### src/rtl/float_to_fixed.sv
// IEEE-754 single-precision to 32-bit two's-complement fixed-point converter.
// The mantissa is aligned by a 1-bit-per-cycle shifter sequenced by a small FSM.
module float_to_fixed (
  input  logic        clk,
  input  logic        rst,
  input  logic        start,
  input  logic [31:0] targetnumber,
  input  logic [4:0]  fixpointpos,
  output logic [31:0] result,
  output logic        busy,
  output logic        done,
  output logic        overflow
);

  typedef enum logic [1:0] {
    IDLE   = 2'd0,
    SHL    = 2'd1,
    SHR    = 2'd2,
    FINISH = 2'd3
  } state_t;

  typedef enum logic [1:0] {
    CLS_NORMAL = 2'd0,
    CLS_ZERO   = 2'd1,
    CLS_OVF    = 2'd2
  } cls_t;

  state_t             state_q, state_d;
  cls_t               cls_q, cls_d, cls_s;
  logic [31:0]        mag_q, mag_d;
  logic [4:0]         cnt_q, cnt_d;
  logic               sign_q, sign_d;
  logic [31:0]        result_q, result_d;
  logic               overflow_q, overflow_d;
  logic               done_q, done_d;
  logic               busy_q, busy_d;

  logic [7:0]         exp_s;
  logic signed [9:0]  sh_s;
  logic [4:0]         cnt_init_s;

  // Unpack the operand, derive the alignment shift and classify it.
  always_comb begin
    exp_s = targetnumber[30:23];
    sh_s  = $signed({2'b00, exp_s}) + $signed({5'b00000, fixpointpos}) - 10'sd150;
    if (sh_s[9]) begin
      cnt_init_s = 5'd0 - sh_s[4:0];
    end else begin
      cnt_init_s = sh_s[4:0];
    end
    if (exp_s == 8'd0) begin
      cls_s = CLS_ZERO;
    end else if (exp_s == 8'd255) begin
      cls_s = CLS_OVF;
    end else if (sh_s <= -10'sd24) begin
      cls_s = CLS_ZERO;
    end else if (sh_s >= 10'sd8) begin
      cls_s = CLS_OVF;
    end else begin
      cls_s = CLS_NORMAL;
    end
  end

  // State register.
  always_ff @(posedge clk or posedge rst) begin
    if (rst) begin
      state_q <= IDLE;
    end else begin
      state_q <= state_d;
    end
  end

  // Next-state logic.
  always_comb begin
    state_d = state_q;
    case (state_q)
      IDLE: begin
        if (start) begin
          if ((cls_s != CLS_NORMAL) || (sh_s == 10'sd0)) begin
            state_d = FINISH;
          end else if (sh_s[9]) begin
            state_d = SHR;
          end else begin
            state_d = SHL;
          end
        end else begin
          state_d = IDLE;
        end
      end
      SHL, SHR: begin
        if (cnt_q == 5'd1) begin
          state_d = FINISH;
        end else begin
          state_d = state_q;
        end
      end
      FINISH:  state_d = IDLE;
      default: state_d = IDLE;
    endcase
  end

  // Operand capture and the serial shifter datapath.
  always_comb begin
    mag_d  = mag_q;
    cnt_d  = cnt_q;
    sign_d = sign_q;
    cls_d  = cls_q;
    case (state_q)
      IDLE: begin
        if (start) begin
          mag_d  = {8'd0, 1'b1, targetnumber[22:0]};
          sign_d = targetnumber[31];
          cls_d  = cls_s;
          cnt_d  = cnt_init_s;
        end else begin
          mag_d = mag_q;
        end
      end
      SHL: begin
        mag_d = mag_q << 1;
        cnt_d = cnt_q - 5'd1;
      end
      SHR: begin
        mag_d = mag_q >> 1;
        cnt_d = cnt_q - 5'd1;
      end
      FINISH:  mag_d = mag_q;
      default: mag_d = mag_q;
    endcase
  end

  // Output logic: the result is written, and done raised, as FINISH is left.
  always_comb begin
    result_d   = result_q;
    overflow_d = overflow_q;
    done_d     = 1'b0;
    busy_d     = (state_d != IDLE);
    if (state_q == FINISH) begin
      done_d = 1'b1;
      case (cls_q)
        CLS_ZERO: begin
          result_d   = 32'd0;
          overflow_d = 1'b0;
        end
        CLS_OVF: begin
          result_d   = sign_q ? 32'h8000_0000 : 32'h7FFF_FFFF;
          overflow_d = 1'b1;
        end
        CLS_NORMAL: begin
          result_d   = sign_q ? (32'd0 - mag_q) : mag_q;
          overflow_d = 1'b0;
        end
        default: begin
          result_d   = 32'd0;
          overflow_d = 1'b0;
        end
      endcase
    end else begin
      done_d = 1'b0;
    end
  end

  // Datapath and output registers.
  always_ff @(posedge clk or posedge rst) begin
    if (rst) begin
      mag_q      <= 32'd0;
      cnt_q      <= 5'd0;
      sign_q     <= 1'b0;
      cls_q      <= CLS_NORMAL;
      result_q   <= 32'd0;
      overflow_q <= 1'b0;
      done_q     <= 1'b0;
      busy_q     <= 1'b0;
    end else begin
      mag_q      <= mag_d;
      cnt_q      <= cnt_d;
      sign_q     <= sign_d;
      cls_q      <= cls_d;
      result_q   <= result_d;
      overflow_q <= overflow_d;
      done_q     <= done_d;
      busy_q     <= busy_d;
    end
  end

  assign result   = result_q;
  assign overflow = overflow_q;
  assign done     = done_q;
  assign busy     = busy_q;

endmodule

### config.mk
export PLATFORM = sky130hd
export DESIGN_NAME = float_to_fixed
export DESIGN_NICKNAME = d
export VERILOG_FILES = /design/src/rtl/float_to_fixed.sv
export SDC_FILE = /design/constraint.sdc
export NUM_CORES = 1
export LEC_CHECK = 0
export CAP_MARGIN = 20
export CORE_MARGIN = 2
export CORE_UTILIZATION = 51
export CTS_BUF_LIST = sky130_fd_sc_hd__clkbuf_4 sky130_fd_sc_hd__clkbuf_8
export DETAILED_ROUTE_END_ITERATION = 8
export HOLD_SLACK_MARGIN = 0.03
export PLACE_DENSITY_LB_ADDON = 0.08
export RECOVER_POWER = 50
export SKIP_LAST_GASP = 1
export SLEW_MARGIN = 20
export SYNTH_ARGS = -nofsm -noshare
export SYNTH_HDL_FRONTEND = slang
export SYNTH_SLANG_ARGS = --single-unit
### constraint.sdc
create_clock -name clk -period 2.25 [get_ports clk]
set_input_delay 0.225 -clock clk [delete_from_list [all_inputs] [get_ports clk]]
set_output_delay 0.225 -clock clk [all_outputs]
set_load 0.1 [all_outputs]
; After elaboration in Yosys (flattened, before gate mapping)
; Index checks and enable logic that the tools add are counted.
[word_totals]
word_cells = 55
register_bits = 77
output_inout_bits = 35
in_bits = 40
[classes]
reduce_logical = 12
mux = 19
eq_ne = 7
bitwise = 1
add_sub_neg = 5
n_lt_le_gt_ge = 2
[ops]
columns = cell, n
row1 = $mux W32, 3
row2 = $pmux W32 S3, 1
row3 = $pmux W32 S2, 1
row4 = $sub A1 B32 Y32 const A, 1
row5 = $mux W2, 8
row6 = $ge A10 B5 Y1 const B, 1
row7 = $le A10 B6 Y1 const B, 1
row8 = $logic_not A10 Y1, 1
row9 = $mux W5, 2
row10 = $pmux W5 S2, 1
row11 = $sub A9 B8 Y10 const B, 1
row12 = $add A8 B5 Y9, 1
row13 = $eq A8 B8 Y1 const B, 1
row14 = $logic_not A8 Y1, 1
row15 = $eq A2 B2 Y1 const B, 3
row16 = $pmux W2 S3, 1
row17 = $reduce_and A2 Y1, 3
row18 = $reduce_bool A2 Y1, 3
row19 = $eq A5 B1 Y1 const B, 1
row20 = $sub A1 B5 Y5 const A, 1
row21 = $sub A5 B1 Y5 const B, 1
row22 = $logic_not A2 Y1, 2
row23 = $eq A2 B1 Y1 const B, 1
row24 = $mux W1, 2
row25 = other kinds (4), 4

; Depth between registers and ports, before layout
[depth]
word_depth = 13
depth_mapped = 11
mapped_depth_nobuf = 11

; Worst setup path before layout
; OpenSTA, ideal clock, no wires.
[synth_path]
path_type = reg2reg
from = register mag_q[10]
to = register result_q[31] (netlist: result[31])
required_ns = 2.181
slack_ns = -0.183
path_stages_with_launch = 8
setup_time_ns = 0.069
path_buffers = 2
period_less_slack_ns = 2.433
arrival_ns = 2.363
cell_sequence = dfrtp_1 > buf_6 > or4_4 > or4_1 > buf_2 > or4_1 > nand4_1 > o221a_1
[synth_via]
elab_chain_len = 3
[synth_rtl]
columns = item, line_no
row1 = from (decl), 30  ; logic [31:0] mag_q, mag_d;
row2 = from (signal assigned), 175  ; mag_q <= mag_d;
row3 = $sub A1 B32 Y32, 150  ; result_d = sign_q ? (32'd0 - mag_q) : mag_q;
row4 = $mux W32, 150
row5 = $pmux W32 S2, 140  ; case (cls_q)
row6 = to (signal assigned), 179  ; result_q <= result_d;
row7 = to (decl), 33  ; logic [31:0] result_q, result_d;
; Every way passes these cells.
; A chain may end at the register's enable or synchronous reset.

; Worst setup path in the final report
[layout_path]
from = register mag_q[12]
to = register result_q[31] (netlist: result[31])
; The elaborated chain is that of the path after synthesis.

==> impl_metrics.yaml <==
die:
  start_util: 0.529
  rows: 36
  die_h_um: 105
  die-area_mm2: 0.0111
  core_mm2: 0.00986
  fp.dieW_um: 105
  pin_count: 75
worst_setup_path:
  crit_type: "flop to flop"
  crit_path_start_kind: "flop"
  critPathMaxFanout: 7
  endpoint_kind: "flop"
  cp.arrival_ns: 2.49
  crit_path_start: "mag_q[12]"
  reg2reg_from: "mag_q[12]"
  required_ns: 2.50
cells_and_area:
  drive_gt1_frac: 0.228
  num_antenna_cells: 0
  final_cell_mix: "buf_4, dfrtp_1, o21ai_0, nand2_1, nor2_1"
  syn2layout_area_growth_pct: 33.7
  fin_area_mm2: 0.00698
  fillers: 804
  instances_no_fill: 895
  fin_nets: 819
  final_common_cell: "buf_4"
clock_tree:
  clkTransAtPathRegs_ns: 0.08
  htree_levels: 3
  cts-buffers-inserted: 9
  clk_path_buf_depth: 2
  cts_tree: "yes"
  clock-sinks: 77
  clk_latency_ns: 0.36
  cts_root_buf: "clkbuf_8"
power_and_ir_drop:
  p_sw_mw: 6.38
  seq_power_share: 0.223
  sw_frac_of_total: 0.549
  leakagePower_nw: 2.95
  clock_power_share: 0.110
  power_density_mw_per_mm2: 1660
  combPwrFrac: 0.667
  ir_worst_vdd_mv: 1.08
  intPower_mw: 5.24
sta:
  period_needed_ns: 2.24
  relSlewSlack: -0.152
  post-route-period-util: 0.994
  worst_pin_slew_ns: 1.73
  rsz0062_at_grt: "yes"
  setup_viol: 0
  worst_clock_skew_ns: 0.0103
  hold_viol: 0
  drv_slew: 78
  max_clock_freq_ghz: 0.447
yosys:
  synth_warnings: 0
  synth_top_cell_area_share: 0.369
  syn-cell-area_mm2: 0.00522
  ys_seq_area_frac: 0.369
  synth_top_cell_by_area: "dfrtp_1"
  ys_types: 66
  synthCells: 636
  async_flop_share: 1.00
  synth_flop_cell: "dfrtp_1"
  synthesis.nets: 698
  synth-seq-cells: 77
  synth-edff-count: 0
  synth_area_leaders: "dfrtp_1, o21ai_0, ha_1"
  synth.avg_cell_area_um2: 8.21
drt:
  vias: 5298
  drc: 0
  drt_first_pass_iters: 5
  viasPerCell: 5.92
  drtIter0Drc: 373
  ant_nets: 0
  wl_per_cell_um: 16.7
  drt_wl_total_um: 15000
place:
  placed_cell_area_mm2: 0.00653
  post-dp-hpwl_um: 10200
  place_congestion: 0.920
  placedCellCount: 874
  io_buffers: 74
flow_run:
  drv_cap: 1
global_routing:
  antenna_found_initial: 0
  first_global_vias: 4970
  grt_max_degree: 78
  grt_use_total: 0.266
  grt_first_pass_wirelength_um: 24000
  overflow: 0
worst_hold_path:
  min_from: "targetnumber[23]"
  hold_path_class: "primary input to flop"
outcome:
  violations: "capacitance limit, slew limit"
  status: "complete, but fails checks"
[per-stage QoR]
step | hold WS, ns | total power, mW | setup slack (ns) | utilization | TNS, ns
after floorplan | 0.376 | 8.14 | -0.0344 | - | -0.0800
after global placement | 0.480 | 10.0 | -0.588 | 0.662 | -4.17
after detailed placement | 0.489 | 10.2 | -0.664 | 0.662 | -5.02
after CTS | 0.280 | 11.6 | -0.000797 | 0.701 | -0.000797
after global routing | 0.353 | 12.4 | -0.0632 | 0.708 | -0.317
final | 0.313 | 11.6 | 0.0131 | 0.708 | 0
[routing by layer]
metal  GRT usage  up-vias  share of wire
met5           0        -              0
met4      0.0762        0          0.014
met3      0.0505       20          0.063
met2       0.412      196           0.47
met1       0.380     2526           0.46
li1            -     2556              -
[cell usage after synthesis, drive strengths merged (9+ instances only)]
| cell type | instances |
|---|---|
| a21oi | 30 |
| a22oi | 31 |
| a31oi | 9 |
| buf | 11 |
| clkbuf | 41 |
| dfrtp | 77 |
| ha | 21 |
| inv | 34 |
| nand2 | 69 |
| nand2b | 9 |
| nor2 | 49 |
| nor3 | 19 |
| o2111ai | 10 |
| o21ai | 73 |
| o41ai | 10 |
| or3 | 11 |
| xnor2 | 14 |
[worst max-delay path, cell delays in order, from the launching register on]
cell and delay [ns]:
dfrtp_1 0.38, or4_4 0.54, or4_4 0.50, nor4_1 0.26, buf_4 0.17, nor3b_1 0.04, o221a_1 0.23
[power by group through the flow]
| stage | registers (mW) | clock network [mW] | logic [mW] |
|---|---|---|---|
| 2_1_floorplan | 4.81 | 0 | 3.34 |
| 3_3_place_gp | 2.56 | 0 | 7.48 |
| 3_5_place_dp | 2.60 | 0 | 7.61 |
| 4_1_cts | 2.57 | 1.28 | 7.74 |
| 5_1_grt | 2.68 | 1.35 | 8.36 |
| 6_report | 2.59 | 1.28 | 7.75 |
[flip-flops by register name, summed over array words and instances (netlist names)]
name      count
done          1
state_q       2
sign_q        1
mag_q        32
busy          1
cls_q         2
cnt_q         5
result       32
overflow      1
[layout make-up]
class | instances | area (µm²) | area share
timing repair buffer | 162 | 1300 | 0.186
tap | 133 | 166 | 0.0238
sequential | 77 | 1930 | 0.276
clock inverter | 7 | 114 | 0.0163
multi-input combinational | 473 | 3230 | 0.462
clock buffer | 9 | 124 | 0.0177
inverter | 34 | 128 | 0.0183
[kinds of logic (layout without fill, tap and decap cells)]
kind of cell / count (synthesis) / in the layout / synth area share
flops: 77 / 77 / 0.369
compound gates: 212 / 212 / 0.264
buf+inv: 86 / 212 / 0.0657
xor+xnor: 21 / 21 / 0.0352
fa+ha+maj: 22 / 22 / 0.0542
mux: 8 / 8 / 0.0156
simple gates: 210 / 210 / 0.197
[repair_timing]
action                     CTS  global route
setup endpoints to repair   16            15
hold buffers                 0             0
resized for setup           29            16
pin swaps                   12            17
setup buffers                2             3
[path summary, 6_finish.rpt]
kind	cells after the start	to	slack [ns]
worst max-delay path	6	result[31]	0.01
worst min register to register	1	result[1]	0.51
worst min-delay path	3	cnt_q[0]	0.31
max in group asynchronous	3	result[5]	0.43
worst max register to register	6	result[31]	0.01
min in group asynchronous	3	mag_q[6]	0.75
Note: power is estimated with default switching activity, not from simulation.
